--- config.mk ---
export PLATFORM = sky130hd
export DESIGN_NAME = seg_scan_ctrl_flat
export DESIGN_NICKNAME = d
export VERILOG_FILES = /design/src/rtl/seg_scan_ctrl_pkg.sv /design/src/rtl/seg_scan_ctrl_if.sv /design/src/rtl/seg_scan_ctrl_hex7_decode.sv /design/src/rtl/seg_scan_ctrl.sv /design/src/flat_wrapper.sv
export SDC_FILE = /design/constraint.sdc
export NUM_CORES = 1
export LEC_CHECK = 0
export BUFFER_PORTS_ARGS = -buffer_cell sky130_fd_sc_hd__buf_2
export CAP_MARGIN = 20
export CORE_MARGIN = 2
export CORE_UTILIZATION = 50
export DETAILED_ROUTE_END_ITERATION = 10
export HOLD_SLACK_MARGIN = 0.05
export PLACE_DENSITY = 0.65
export SYNTH_ARGS = -nofsm -noshare
export SYNTH_HDL_FRONTEND = slang
export SYNTH_SLANG_ARGS = --single-unit
--- constraint.sdc ---
create_clock -name clk -period 3.3 [get_ports clk]
set_input_delay 0.165 -clock clk [delete_from_list [all_inputs] [get_ports clk]]
set_output_delay 0.165 -clock clk [all_outputs]
set_load 0.05 [all_outputs]
--- src/rtl/seg_scan_ctrl_pkg.sv ---
// seg_pkg: shared constants and types for the seven-segment scan controller.
//   NUM_DIGITS   - number of multiplexed digits on the display
//   slot_state_e - per-slot state: BLANK (anti-ghosting guard) or DRIVE
//   GLYPH_TABLE  - hex nibble -> segment pattern {g,f,e,d,c,b,a}, bit0 = a
package seg_pkg;

  localparam int NUM_DIGITS = 4;

  typedef enum logic {
    SLOT_BLANK = 1'b0,
    SLOT_DRIVE = 1'b1
  } slot_state_e;

  // Listed from nibble F down to nibble 0 so that GLYPH_TABLE[n] is the glyph of n.
  localparam logic [15:0][6:0] GLYPH_TABLE = {
    7'h71, 7'h79, 7'h5E, 7'h39, 7'h7C, 7'h77, 7'h67, 7'h7F,
    7'h07, 7'h7D, 7'h6D, 7'h66, 7'h4F, 7'h5B, 7'h06, 7'h3F
  };

endpackage

--- src/rtl/seg_scan_ctrl_if.sv ---
// seg_scan_ctrl_if: load bus and display pins of the scan controller.
//   value[15:0] - four hex nibbles, digit0 = value[3:0]
//   load        - single-cycle strobe, samples value and dp
//   dp[3:0]     - decimal-point request per digit
//   an[3:0]     - digit anodes, active-low
//   seg[6:0]    - segments {g,f,e,d,c,b,a}, active-high
//   seg_dp      - decimal point, active-high
//   frame_done  - one-cycle pulse at the end of the digit 3 slot
// master drives the load side, slave is the controller.
interface seg_scan_ctrl_if;
  logic [15:0] value;
  logic        load;
  logic [3:0]  dp;
  logic [3:0]  an;
  logic [6:0]  seg;
  logic        seg_dp;
  logic        frame_done;

  modport master (
    output value, load, dp,
    input  an, seg, seg_dp, frame_done
  );

  modport slave (
    input  value, load, dp,
    output an, seg, seg_dp, frame_done
  );
endinterface

--- src/rtl/seg_scan_ctrl_hex7_decode.sv ---
// hex7_decode: combinational hex nibble to seven-segment glyph lookup.
//   nibble[3:0] - hex digit
//   glyph[6:0]  - segments {g,f,e,d,c,b,a}, active-high
module hex7_decode
  import seg_pkg::*;
(
  input  logic [3:0] nibble,
  output logic [6:0] glyph
);

  assign glyph = GLYPH_TABLE[nibble];

endmodule

--- src/rtl/seg_scan_ctrl.sv ---
// seg_scan_ctrl: four-digit multiplexed seven-segment scan controller with
// frame-synchronous double buffering of the displayed value.
//   Parameters: CLK_DIV (cycles per digit slot, 4..2^20),
//               GUARD   (blanking cycles at slot start, 1..CLK_DIV-2)
//   clk - system clock, rising edge
//   rst - asynchronous active-high reset
//   bus - seg_scan_ctrl_if.slave: value/load/dp in, an/seg/seg_dp/frame_done out
// Optional build macro LEADING_ZERO_BLANK_EN: suppress leading zero digits
// (never digit 0, never a digit with its decimal point requested).
module seg_scan_ctrl
  import seg_pkg::*;
#(
  parameter int CLK_DIV = 50000,
  parameter int GUARD   = 64
) (
  input  logic            clk,
  input  logic            rst,
  seg_scan_ctrl_if.slave  bus
);

  localparam int         CNT_W      = $clog2(CLK_DIV);
  localparam logic [1:0] LAST_DIGIT = 2'(NUM_DIGITS - 1);

  logic [CNT_W-1:0] cnt_q, cnt_d;
  logic [1:0]       idx_q, idx_d;
  slot_state_e      state_q, state_d;
  logic [15:0]      shadow_q, shadow_d;
  logic [3:0]       shadow_dp_q, shadow_dp_d;
  logic [15:0]      pending_q, pending_d;
  logic [3:0]       pending_dp_q, pending_dp_d;
  logic             pend_valid_q, pend_valid_d;
  logic [3:0]       an_q, an_d;
  logic [6:0]       seg_q, seg_d;
  logic             seg_dp_q, seg_dp_d;
  logic             frame_done_q, frame_done_d;

  logic             tick;
  logic             frame_tick;
  logic [3:0]       nibble;
  logic [6:0]       glyph;
  logic             digit_blank;

  hex7_decode u_hex7_decode (
    .nibble (nibble),
    .glyph  (glyph)
  );

  // Prescaler, digit index, slot state and the pending/shadow double buffer.
  // The shadow only changes on the frame tick, so a frame never mixes values.
  always_comb begin
    tick       = (cnt_q == CNT_W'(CLK_DIV - 1));
    frame_tick = tick && (idx_q == LAST_DIGIT);

    cnt_d   = tick ? '0 : cnt_q + CNT_W'(1);
    idx_d   = tick ? idx_q + 2'd1 : idx_q;
    state_d = (cnt_d < CNT_W'(GUARD)) ? SLOT_BLANK : SLOT_DRIVE;

    shadow_d     = shadow_q;
    shadow_dp_d  = shadow_dp_q;
    pending_d    = pending_q;
    pending_dp_d = pending_dp_q;
    pend_valid_d = pend_valid_q;

    if (bus.load && frame_tick) begin
      // A load landing on the frame boundary bypasses the pending stage.
      shadow_d     = bus.value;
      shadow_dp_d  = bus.dp;
      pending_d    = bus.value;
      pending_dp_d = bus.dp;
      pend_valid_d = 1'b0;
    end else if (bus.load) begin
      pending_d    = bus.value;
      pending_dp_d = bus.dp;
      pend_valid_d = 1'b1;
    end else if (frame_tick && pend_valid_q) begin
      shadow_d     = pending_q;
      shadow_dp_d  = pending_dp_q;
      pend_valid_d = 1'b0;
    end
  end

  // Select the nibble of the current digit and decide leading-zero blanking.
  always_comb begin
    case (idx_q)
      2'd0:    nibble = shadow_q[3:0];
      2'd1:    nibble = shadow_q[7:4];
      2'd2:    nibble = shadow_q[11:8];
      default: nibble = shadow_q[15:12];
    endcase

`ifdef LEADING_ZERO_BLANK_EN
    case (idx_q)
      2'd0:    digit_blank = 1'b0;
      2'd1:    digit_blank = (shadow_q[15:4]  == 12'h000) && !shadow_dp_q[1];
      2'd2:    digit_blank = (shadow_q[15:8]  == 8'h00)   && !shadow_dp_q[2];
      default: digit_blank = (shadow_q[15:12] == 4'h0)    && !shadow_dp_q[3];
    endcase
`else
    digit_blank = 1'b0;
`endif
  end

  // Output pins are computed from the current slot state and registered.
  always_comb begin
    an_d         = 4'b1111;
    seg_d        = 7'b0000000;
    seg_dp_d     = 1'b0;
    frame_done_d = frame_tick;

    if (state_q == SLOT_DRIVE && !digit_blank) begin
      an_d[idx_q] = 1'b0;
      seg_d       = glyph;
      seg_dp_d    = shadow_dp_q[idx_q];
    end
  end

  always_ff @(posedge clk or posedge rst) begin
    if (rst) begin
      cnt_q        <= '0;
      idx_q        <= 2'd0;
      state_q      <= SLOT_BLANK;
      shadow_q     <= 16'h0000;
      shadow_dp_q  <= 4'b0000;
      pending_q    <= 16'h0000;
      pending_dp_q <= 4'b0000;
      pend_valid_q <= 1'b0;
      an_q         <= 4'b1111;
      seg_q        <= 7'b0000000;
      seg_dp_q     <= 1'b0;
      frame_done_q <= 1'b0;
    end else begin
      cnt_q        <= cnt_d;
      idx_q        <= idx_d;
      state_q      <= state_d;
      shadow_q     <= shadow_d;
      shadow_dp_q  <= shadow_dp_d;
      pending_q    <= pending_d;
      pending_dp_q <= pending_dp_d;
      pend_valid_q <= pend_valid_d;
      an_q         <= an_d;
      seg_q        <= seg_d;
      seg_dp_q     <= seg_dp_d;
      frame_done_q <= frame_done_d;
    end
  end

  assign bus.an         = an_q;
  assign bus.seg        = seg_q;
  assign bus.seg_dp     = seg_dp_q;
  assign bus.frame_done = frame_done_q;

endmodule

--- src/flat_wrapper.sv ---
// flat-port wrapper written by rule: the top's interface ports become plain ports
module seg_scan_ctrl_flat import seg_pkg::*;
#(
  parameter int CLK_DIV = 50000,
  parameter int GUARD   = 64
)
  (clk, rst, bus_value, bus_load, bus_dp, bus_an, bus_seg, bus_seg_dp, bus_frame_done);
  seg_scan_ctrl_if bus_i ();
  input  logic clk;
  input  logic rst;
  input wire logic [$bits(bus_i.value)-1:0] bus_value;
  input wire logic [$bits(bus_i.load)-1:0] bus_load;
  input wire logic [$bits(bus_i.dp)-1:0] bus_dp;
  output wire logic [$bits(bus_i.an)-1:0] bus_an;
  output wire logic [$bits(bus_i.seg)-1:0] bus_seg;
  output wire logic [$bits(bus_i.seg_dp)-1:0] bus_seg_dp;
  output wire logic [$bits(bus_i.frame_done)-1:0] bus_frame_done;
  assign bus_i.value = bus_value;
  assign bus_i.load = bus_load;
  assign bus_i.dp = bus_dp;
  assign bus_an = bus_i.an;
  assign bus_seg = bus_i.seg;
  assign bus_seg_dp = bus_i.seg_dp;
  assign bus_frame_done = bus_i.frame_done;
  seg_scan_ctrl #(.CLK_DIV(CLK_DIV), .GUARD(GUARD)) u_core (.clk(clk), .rst(rst), .bus(bus_i));
endmodule
==> results.sh, run 1 <==
export IMPL_grt_pass1_wl_mm=10.4
export IMPL_clk_latency_ns=0.34
export IMPL_cp_required_ns=3.53
export IMPL_slowest_stage="dfrtp_1"
export IMPL_place_port_buffers=35
export IMPL_setup_viol=0
export IMPL_path_max_fanout=6
export IMPL_wirelength_mm=6.09
export IMPL_syn_cell_area_sq_mm=0.00343
export IMPL_met2_wirelength_mm=2.79
export IMPL_drt_pass1_iter_count=4
export IMPL_clk_pin_slew_ns=0.08
export IMPL_synth_seq_cells=73
export IMPL_async_reset_ff_share_pct=100
export IMPL_layout_min_cycle_time_ns=2.71
export IMPL_powerDensity_mw_per_mm2=416
export IMPL_cts_root_buf="clkbuf_8"
export IMPL_yosysWarnings=0
export IMPL_max_freq_mhz=369
export IMPL_syn_area_per_cell_sq_um=12.8
export IMPL_fp_coreArea_sq_mm=0.00672
export IMPL_layout_nets=342
export IMPL_vdd_ir_drop_max_uv=302
export IMPL_cts_tree="yes"
export IMPL_first_iter_violations=52
export IMPL_ff2ff_path_depth=10
export IMPL_antenna_found_initial=0
export IMPL_crit_buf_inv=2
export IMPL_drive_above_1_share_pct=34.5
export IMPL_met3_length_microns=255
export IMPL_cap_violations=0
export IMPL_period_share_pct=82.2
export IMPL_cts_buffer_depth=2
export IMPL_cts_buffers_inserted=9
export IMPL_path_delay_family="compound AO/OA/AOI/OAI gates"
export IMPL_place_congestion=0.813
export IMPL_wl_met1_mm=2.97
export IMPL_cp_num_cells=10
export IMPL_synth_cells=268
export IMPL_leakagePower_nw=1.89
export IMPL_routedWlPerCell_microns=15.5
export IMPL_grt_pass1_vias=2120
export IMPL_endpoint_kind="flop"
export IMPL_hpwl_mm=4.12
export IMPL_grt_max_degree=37
export IMPL_drc_errors=0
export IMPL_max_slew_worst_pin_slew_ns=0.749
export IMPL_hp_class="in -> reg"
export IMPL_grt_use_total_pct=18.1
export IMPL_hold_viol_final=0
export IMPL_die_w_microns=86.9
export IMPL_max_slew_margin_pct=50.0
export IMPL_finalClockSkew_ns=0.00853
export IMPL_startpoint_type="flop"
export IMPL_globalRouteOverflowTotal=0
export IMPL_path_class="reg -> reg"
export IMPL_highest_layer="met4"
export IMPL_fin_area_sq_mm=0.00383
export IMPL_start_util_pct=51.1
export IMPL_seq_area_frac_synth_pct=53.3
export IMPL_drv_slew=0
export IMPL_place_area_sq_mm=0.00366
export IMPL_area_delta_synth_final_pct=11.7
export IMPL_crit_path_max_incr_delay_ns=0.45
export IMPL_chipHeight_microns=86.9
export IMPL_ios=36
export IMPL_clock_sinks=73
export IMPL_dieArea_sq_mm=0.00755
export IMPL_via_count=2147
export IMPL_antenna_cells=0
export IMPL_outcome="finished clean"
export IMPL_num_rows=30
export IMPL_rsz0062_at_grt="false"
export IMPL_ant_nets=0
export IMPL_syn_nets=302
export IMPL_vias_per_cell=5.46
export IMPL_synth_ff_type="dfrtp_1"
export IMPL_hold_depth=2
export IMPL_final_setup_tns_ns=0
export IMPL_post_cts_buffers=0
export IMPL_synth_edff_count=0
export IMPL_cts_htree_levels=3
export IMPL_worstPathCellList="inv_1, ha_1, a222oi_1, nand2_1, o21ai_0, inv_1, ha_1, mux2_2, nor2_1, o31a_1"
export IMPL_arrival_ns=2.94
export IMPL_synth_cell_types=51
## area by class of cell
type	instances	area, sq um
fillers	572	2880
inverters	10	37.5
clock inverters	5	32.5
flip-flops and latches	73	1830
clock buffers	11	131
well taps	80	100
repair buffers	40	215
multi-input cells	174	1490
## metal layers
metal	track usage, %	vias up
met1	25.7	1068
met2	27.0	42
li1	-	1032
met3	5.78	5
met5	0	-
met4	4.83	0
## flip-flops by register name, indices dropped and copies added, names as in the netlist, 2 cells and up
signal               count
u_core.shadow_dp_q       4
u_core.idx_q             2
u_core.pending_q        16
u_core.shadow_q         16
u_core.bus.an            4
u_core.cnt_q            16
u_core.pending_dp_q      4
u_core.bus.seg           7
## final timing paths
check                                                start                                 end  slack (ns)
max in group asynchronous                              rst          u_core.bus.an[2]$_DFF_PP1_        1.95
setup reg to reg               u_core.idx_q[0]$_DFFE_PP0N_         u_core.bus.seg[3]$_DFF_PP0_        0.59
min in group asynchronous                              rst   u_core.shadow_dp_q[3]$_DFFE_PP0P_        0.50
hold / removal                                   bus_dp[1]  u_core.pending_dp_q[1]$_DFFE_PP0P_        0.07
hold reg to reg            u_core.pend_valid_q$_DFFE_PP0P_     u_core.pend_valid_q$_DFFE_PP0P_        0.48
setup / recovery               u_core.idx_q[0]$_DFFE_PP0N_         u_core.bus.seg[3]$_DFF_PP0_        0.59
## report_power, final
group          leakage (nW)  internal (mW)  switching, mW
Clock                0.0753          0.271          0.328
Sequential            0.941          0.918        0.00547
Combinational         0.878         0.0345         0.0381
Total                  1.89           1.22          0.372
## timing repair
action,in CTS,in global routing
hold buffers,1,0
hold endpoints to repair,33,0
resized for setup,0,0
## cell usage in the layout, fill, tap and decap left out, types with 3 or more instances in the layout
cell type | netlist | final
mux2_2 | 22 | 22
buf_2 | 0 | 35
nor2b_1 | 3 | 3
dfstp_2 | 4 | 4
nand2_1 | 16 | 16
buf_4 | 2 | 4
a21oi_1 | 6 | 6
dfrtp_1 | 69 | 69
o21ai_0 | 9 | 9
a222oi_1 | 3 | 3
clkinvlp_4 | 0 | 3
nand4_1 | 3 | 3
nor3_1 | 3 | 3
ha_1 | 11 | 11
nor2_1 | 15 | 15
xor2_1 | 11 | 11
inv_1 | 10 | 9
nand3_1 | 6 | 6
nor4_1 | 6 | 6
mux2i_1 | 5 | 5
mux2_4 | 20 | 20
clkbuf_8 | 0 | 9
## metrics by stage
stage	power, mW	util, %	cells	worst slack, ns	hold slack, ns
3_3_place_gp	1.01	54.5	376	0.727	0.342
3_5_place_dp	1.02	54.5	376	0.591	0.350
4_1_cts	1.62	57.1	393	0.569	0.0599
5_1_grt	1.68	57.1	393	0.386	0.0522
2_1_floorplan	0.988	-	268	0.889	0.300
6_report	1.60	57.1	393	0.589	0.0706
## cells in the mapped netlist (2+ instances only)
cell type | instances | share of area [%]
a211oi_1 | 2 | 0.44
dfrtp_1 | 69 | 50
a21oi_1 | 6 | 0.87
and2_1 | 2 | 0.36
nor2b_1 | 3 | 0.55
dfstp_2 | 4 | 3.1
nand3_1 | 6 | 0.87
xor2_1 | 11 | 2.8
mux2i_1 | 5 | 1.5
o21ai_0 | 9 | 1.3
o211ai_1 | 2 | 0.44
mux2_4 | 20 | 8.7
nor4_1 | 6 | 1.1
mux2_2 | 22 | 7.2
buf_6 | 4 | 1.3
a222oi_1 | 3 | 0.87
clkbuf_1 | 5 | 0.55
xnor2_1 | 2 | 0.51
nor3_1 | 3 | 0.44
nor2_1 | 15 | 1.6
buf_4 | 2 | 0.44
nand2_1 | 16 | 1.7
nand3b_1 | 2 | 0.44
ha_1 | 11 | 4.0
inv_1 | 10 | 1.1
nand4_1 | 3 | 0.55
## logic make-up (layout without fill, tap and decap cells)
| kind of cell | Yosys count | after routing | share of synthesized area, % |
|---|---|---|---|
| AOI/OAI and AO/OA | 32 | 32 | 6.23 |
| xor gates and xnor gates | 13 | 13 | 3.32 |
| adders and majority gates | 11 | 11 | 4.01 |
| buffers and inverters | 21 | 66 | 3.39 |
| DFF | 73 | 73 | 53.3 |
| muxes | 48 | 48 | 18.1 |
| and+or+nand+nor | 70 | 70 | 11.7 |
Note: power is estimated with default switching activity, not from simulation.
==> run 2: changes to the inputs <==
ABC_AREA = 1   (was unset)
clock period = 2.5 ns   (was 3.3 ns; I/O delays follow)
==> run 2 against run 1 <==
Net effect:
- die area increased by 2.4%
- total power increased by 55%
- clock-buffer cell count increased by 1
- global-route usage increased by 3.4 points
- first-iteration DRC count increased to 2.7 times the previous value
- routed wire length increased by 21%
- sequential share of layout area decreased by 4.8 points
- non-clock buffer count increased by 18
- cell count increased by 54%
- area after synthesis increased by 2.5%
==> results.sh, run 2 <==
export IMPL_outcome="finished clean"
export IMPL_place_congestion=0.924
export IMPL_globalRouteOverflowTotal=0
export IMPL_r2r_setup_slack_ns=0.36
export IMPL_arrival_ns=2.37
export IMPL_area_delta_synth_final_pct=21.0
export IMPL_ff2ff_path_depth=10
export IMPL_place_port_buffers=35
export IMPL_path_class="reg -> reg"
export IMPL_ant_nets=0
export IMPL_num_rows=30
export IMPL_pwr_share_clk_pct=46.2
export IMPL_antenna_found_initial=0
export IMPL_syn_cell_area_sq_mm=0.00352
export IMPL_yosysWarnings=0
export IMPL_synth_simple_gate_area_share_pct=30.7
export IMPL_vias_per_cell=4.75
export IMPL_cap_violations=0
export IMPL_yosys_top_cells_count="182 x nand2_1, 69 x dfrtp_1, 46 x inv_1, 46 x nor2_1, 20 x nand3_1"
export IMPL_power_internal_mw=1.98
export IMPL_synth_seq_cells=73
export IMPL_final_common_cell="nand2_1"
export IMPL_max_slew_worst_pin_slew_ns=0.713
export IMPL_async_reset_ff_share_pct=100
export IMPL_layout_min_cycle_time_ns=2.14
export IMPL_cts_root_buf="clkbuf_8"
export IMPL_drc_errors=0
export IMPL_start_util_pct=51.8
export IMPL_drive_above_1_share_pct=14.1
export IMPL_wirelength_mm=7.35
export IMPL_grt_use_total_pct=21.5
export IMPL_clock_sinks=73
export IMPL_synth_edff_count=0
export IMPL_seqPwrFrac_pct=49.1
export IMPL_max_slew_margin_pct=52.4
export IMPL_top_regs="u_core.cnt_q x16, u_core.pending_q x16, u_core.shadow_q x16"
export IMPL_endpoint_kind="flop"
export IMPL_clk_latency_ns=0.34
export IMPL_fp_coreArea_sq_mm=0.00679
export IMPL_vdd_ir_drop_max_uv=324
export IMPL_grt_pass1_vias=2786
export IMPL_final_util_pct=62.7
export IMPL_worstPathCellList="inv_1, ha_1, inv_1, o21ai_0, o22ai_1, ha_1, inv_1, nand2_1, a21oi_1, nor2_1"
export IMPL_routedWlPerCell_microns=12.1
export IMPL_post_cts_buffers=0
export IMPL_rsz0062_at_grt="false"
export IMPL_max_freq_mhz=467
export IMPL_layout_nets=538
export IMPL_via_count=2873
export IMPL_hold_viol_final=0
export IMPL_dieArea_sq_mm=0.00773
export IMPL_cts_htree_levels=3
export IMPL_synth_most_common_cell="nand2_1"
export IMPL_clk_pin_slew_ns=0.08
export IMPL_final_cell_mix="182 x nand2_1, 69 x dfrtp_1, 46 x nor2_1"
export IMPL_slowest_stage="dfrtp_1"
export IMPL_synth_cell_types=31
export IMPL_ys_top_cells_by_area="dfrtp_1 49%, nand2_1 19%, inv_1 4.9%"
export IMPL_drt_pass1_iter_count=4
export IMPL_leakagePower_nw=2.33
export IMPL_yosysTopAreaCellShare_pct=49.1
export IMPL_syn_area_per_cell_sq_um=7.96
export IMPL_cp_common_cell="inv_1"
export IMPL_synthAdderAreaFrac_pct=3.91
export IMPL_fillCellCount=616
export IMPL_ios=36
export IMPL_grt_pass1_wl_mm=12.9
export IMPL_first_iter_violations=142
export IMPL_yosysTopAreaCell="dfrtp_1"
export IMPL_syn_nets=476
export IMPL_seq_area_frac_synth_pct=52.0
export IMPL_synth_compound_area_share_pct=5.30
export IMPL_period_share_pct=85.7
export IMPL_synth_ff_type="dfrtp_1"
export IMPL_grt_max_degree=41
export IMPL_final_setup_tns_ns=0
export IMPL_synth_xor_area_share_pct=1.24
export IMPL_cp_required_ns=2.72
export IMPL_chipHeight_microns=87.9
export IMPL_synth_cells=442
export IMPL_antenna_cells=0
export IMPL_powerDensity_mw_per_mm2=581
export IMPL_drv_slew=0
export IMPL_cts_resized=0
export IMPL_reg2reg_to="u_core.bus.seg[3]$_DFF_PP0_"
export IMPL_synthMuxAreaShare_pct=0
export IMPL_setup_slack_ns=0.357
export IMPL_crit_path_start="u_core.idx_q[0]$_DFFE_PP0N_"
export IMPL_p_sw_uw=495
export IMPL_p_sw_share_pct=20.0
export IMPL_hpwl_mm=5.26
export IMPL_ctsHoldBuffers=21
export IMPL_reg2reg_from="u_core.idx_q[0]$_DFFE_PP0N_"
export IMPL_cts_buffers_inserted=9
export IMPL_cts_tree="yes"
export IMPL_cts_buffer_depth=2
export IMPL_startpoint_type="flop"
export IMPL_power_frac_comb_pct=4.6
export IMPL_setup_worst_path_end="u_core.bus.seg[3]$_DFF_PP0_"
export IMPL_finalPower_mw=2.47
export IMPL_path_max_fanout=7
export IMPL_setup_viol=0
export IMPL_die_w_microns=87.9
export IMPL_pre_cts_ws_ns=0.393
export IMPL_synth_top_family_by_area="simple AND/OR/NAND/NOR gates"
export IMPL_crit_path_max_incr_delay_ns=0.42
export IMPL_hp_class="in -> reg"
export IMPL_finalClockSkew_ns=0.0122
## run 2: layout make-up
type                       instances  area (sq um)  area share, %
inverter                          50           193           4.52
sequential                        73          1830           43.0
clock buffer                      12           155           3.64
tap                               96           120           2.82
timing repair buffer              58           413           9.69
clock inverter                     4          98.8           2.32
multi-input combinational        312          1450           34.0
## run 2: how the worst min path moves through the flow
stage | from | end | slack, ns | cells after the start
final | bus_load | u_core.pending_dp_q[2]$_DFFE_PP0P_ | 0.23 | 3
after global routing | bus_load | u_core.pending_dp_q[2]$_DFFE_PP0P_ | 0.26 | 3
after CTS | bus_load | u_core.pending_q[15]$_DFFE_PP0P_ | 0.22 | 3
after detailed placement | rst | u_core.pending_q[11]$_DFFE_PP0P_ | 0.29 | 2
after global placement | rst | u_core.pending_q[11]$_DFFE_PP0P_ | 0.28 | 2
after floorplan | bus_dp[0] | u_core.pending_dp_q[0]$_DFFE_PP0P_ | 0.25 | 2
## run 2: routing by layer
metal	track usage, %	routed length, microns
met2	32.7	3280
met5	0	0
met1	31.1	3690
met3	4.71	286
met4	6.15	85
## run 2: through the flow
stage	hold slack (ns)	cells	instance area (sq um)
2_1_floorplan	0.252	442	3520
3_3_place_gp	0.276	568	3800
3_5_place_dp	0.289	568	3800
4_1_cts	0.220	605	4260
5_1_grt	0.262	605	4260
6_report	0.226	605	4260
## run 2: critical path: cells and delay by family (launching register included)
| family | cells | cell delay (ns) |
|---|---|---|
| compound gates | 3 | 0.59 |
| fa+ha+maj | 2 | 0.58 |
| buf+inv | 3 | 0.34 |
| flops | 1 | 0.42 |
| simple gates | 2 | 0.11 |
## run 2: cell families after synthesis
group,after synthesis
simple gates,263
flops,73
buf+inv,57
compound gates,33
fa+ha+maj,11
xor+xnor,5
## run 2: power groups by stage
stage               clock [mW]  sequential (mW)  combinational (mW)
floorplan                    0             1.24              0.0559
global placement             0             1.24              0.0905
detailed placement           0             1.24              0.0924
CTS                       1.17             1.22               0.117
global route              1.23             1.22               0.135
finish                    1.14             1.22               0.115
==> run 3: changes to the inputs <==
SETUP_SLACK_MARGIN = 0.02   (was unset)
clock period = 2 ns   (was 2.5 ns; I/O delays follow)
==> run 3 against run 2 <==
Net effect:
- design area up 1.6%
- largest cell class unchanged
- critical path type unchanged
- clock power rose by 7%
- first-iteration DRC count increased by 11%
- total power is 17% higher
==> results.sh, run 3 (synthesized netlist as in run 2, its figures left out) <==
export IMPL_max_slew_worst_pin_slew_ns=0.576
export IMPL_cts_htree_levels=3
export IMPL_cts_buffers_inserted=9
export IMPL_vias_per_cell=4.78
export IMPL_period_share_pct=91.9
export IMPL_endpoint_kind="flop"
export IMPL_fp_coreArea_sq_mm=0.00679
export IMPL_die_w_microns=87.9
export IMPL_final_util_pct=63.7
export IMPL_path_max_fanout=9
export IMPL_cts_buffer_depth=2
export IMPL_outcome="finished clean"
export IMPL_place_congestion=0.941
export IMPL_drive_above_1_share_pct=18.2
export IMPL_hp_class="in -> reg"
export IMPL_grt_use_total_pct=21.1
export IMPL_powerDensity_mw_per_mm2=667
export IMPL_ios=36
export IMPL_worstPathCellList="ha_1, inv_2, nand2_1, o22ai_2, ha_4, inv_1, nand2_1, nand3_1, nand2_1, nor2_1"
export IMPL_chipHeight_microns=87.9
export IMPL_dieArea_sq_mm=0.00773
export IMPL_finalClockSkew_ns=0.0105
export IMPL_grt_pass1_vias=2811
export IMPL_finalPower_mw=2.89
export IMPL_vdd_ir_drop_max_uv=400
export IMPL_use_met2_pct=32.6
export IMPL_crit_path_max_incr_delay_ns=0.44
export IMPL_wirelength_mm=7.37
export IMPL_path_class="reg -> reg"
export IMPL_drv_slew=0
export IMPL_cp_common_cell="nand2_1"
export IMPL_cap_violations=0
export IMPL_place_port_buffers=35
export IMPL_cts_tree="yes"
export IMPL_crit_buf_inv=2
export IMPL_ant_nets=0
export IMPL_layout_nets=546
export IMPL_top_regs="u_core.cnt_q x16, u_core.pending_q x16, u_core.shadow_q x16"
export IMPL_antenna_found_initial=0
export IMPL_busiest_layer="met2"
export IMPL_max_slew_margin_pct=61.6
export IMPL_setup_viol=0
export IMPL_grtUsageMet1_pct=30.2
export IMPL_clk_pin_slew_ns=0.08
export IMPL_cts_root_buf="clkbuf_8"
export IMPL_drc_errors=0
export IMPL_first_iter_violations=157
export IMPL_clock_sinks=73
export IMPL_area_delta_synth_final_pct=23.0
export IMPL_grt_pass1_wl_mm=12.7
export IMPL_holdWs_ns=0.212
export IMPL_hpwl_mm=5.25
export IMPL_final_setup_tns_ns=0
export IMPL_clk_latency_ns=0.33
export IMPL_drt_pass1_iter_count=4
export IMPL_start_util_pct=51.8
export IMPL_layout_min_cycle_time_ns=1.84
export IMPL_max_freq_mhz=544
export IMPL_num_rows=30
export IMPL_leakagePower_nw=2.34
export IMPL_final_common_cell="nand2_1"
export IMPL_path_delay_family="adder cells"
export IMPL_slowest_stage="dfrtp_2"
export IMPL_globalRouteOverflowTotal=0
export IMPL_via_count=2926
export IMPL_gr_usage_met3_pct=4.34
export IMPL_startpoint_type="flop"
export IMPL_arrival_ns=2.10
export IMPL_final_cell_mix="182 x nand2_1, 68 x dfrtp_1, 44 x nor2_1"
export IMPL_antenna_cells=0
export IMPL_rsz0062_at_grt="false"
export IMPL_grt_max_degree=35
export IMPL_cp_required_ns=2.26
export IMPL_routedWlPerCell_microns=12.0
export IMPL_hold_viol_final=0
-- run 3: changes by cell type in the layout (fill, tap and decap cells not counted), sizes merged --
| cell | delta |
|---|---|
| clkinv | +1 |
| bufinv | -1 |
| buf | +8 |
| clkinvlp | +1 |
| clkbuf | -2 |
-- run 3: final timing paths --
path                                                 startpoint                                  to  slack (ns)  depth (start not counted)
worst min register to register  u_core.pending_q[0]$_DFFE_PP0P_     u_core.pending_q[0]$_DFFE_PP0P_        0.47                          2
worst max-delay path                u_core.idx_q[0]$_DFFE_PP0N_         u_core.bus.seg[3]$_DFF_PP0_        0.16                         10
worst min-delay path                                   bus_load  u_core.pending_dp_q[0]$_DFFE_PP0P_        0.21                          3
max in group asynchronous                                   rst          u_core.bus.an[3]$_DFF_PP1_        0.95                          4
worst max register to register      u_core.idx_q[0]$_DFFE_PP0N_         u_core.bus.seg[3]$_DFF_PP0_        0.16                         10
min in group asynchronous                                   rst    u_core.pending_q[11]$_DFFE_PP0P_        0.35                          3
-- run 3: worst min-delay path: cells and delay by family --
family | cells | cell delay [ns]
buffers and inverters | 1 | 0.23
and+or+nand+nor | 2 | 0.18
-- run 3: layout make-up --
| class | count | area (sq um) |
|---|---|---|
| fill | 606 | 2470 |
| sequential | 73 | 1830 |
| multi-input combinational | 312 | 1500 |
| timing repair buffer | 66 | 477 |
| inverter | 50 | 193 |
| clock buffer | 10 | 128 |
| tap | 96 | 120 |
| clock inverter | 5 | 81.3 |
-- run 3: layer usage --
metal / wire (microns) / vias to the layer above / part of all wire (%)
met1: 3630 / 1340 / 49
met3: 311 / 8 / 4.2
li1: - / 1504 / -
met2: 3380 / 74 / 46
met5: 0 / - / 0
met4: 53 / 0 / 0.72
-- run 3: stage by stage --
step	cell area (sq um)	std cells	setup WS, ns
after global placement	3830	573	0.0971
final	4330	612	0.162
after CTS	4250	609	0.00952
after global routing	4330	612	0.00868
after detailed placement	3830	573	0.0202
after floorplan	3520	442	0.0533
-- run 3: what timing repair did --
action,4_1_cts,5_1_grt
endpoints found under the hold margin,43,0
pin swaps,0,3
resized for setup,0,17
hold buffers,21,0
setup endpoints to repair,1,8
setup buffers,0,3
-- run 3: power breakdown --
part	switching, mW	leakage (nW)	internal (mW)	total [mW]
registers	0.00916	0.927	1.51	1.52
clock network	0.527	0.102	0.696	1.22
logic	0.0812	1.31	0.0639	0.145
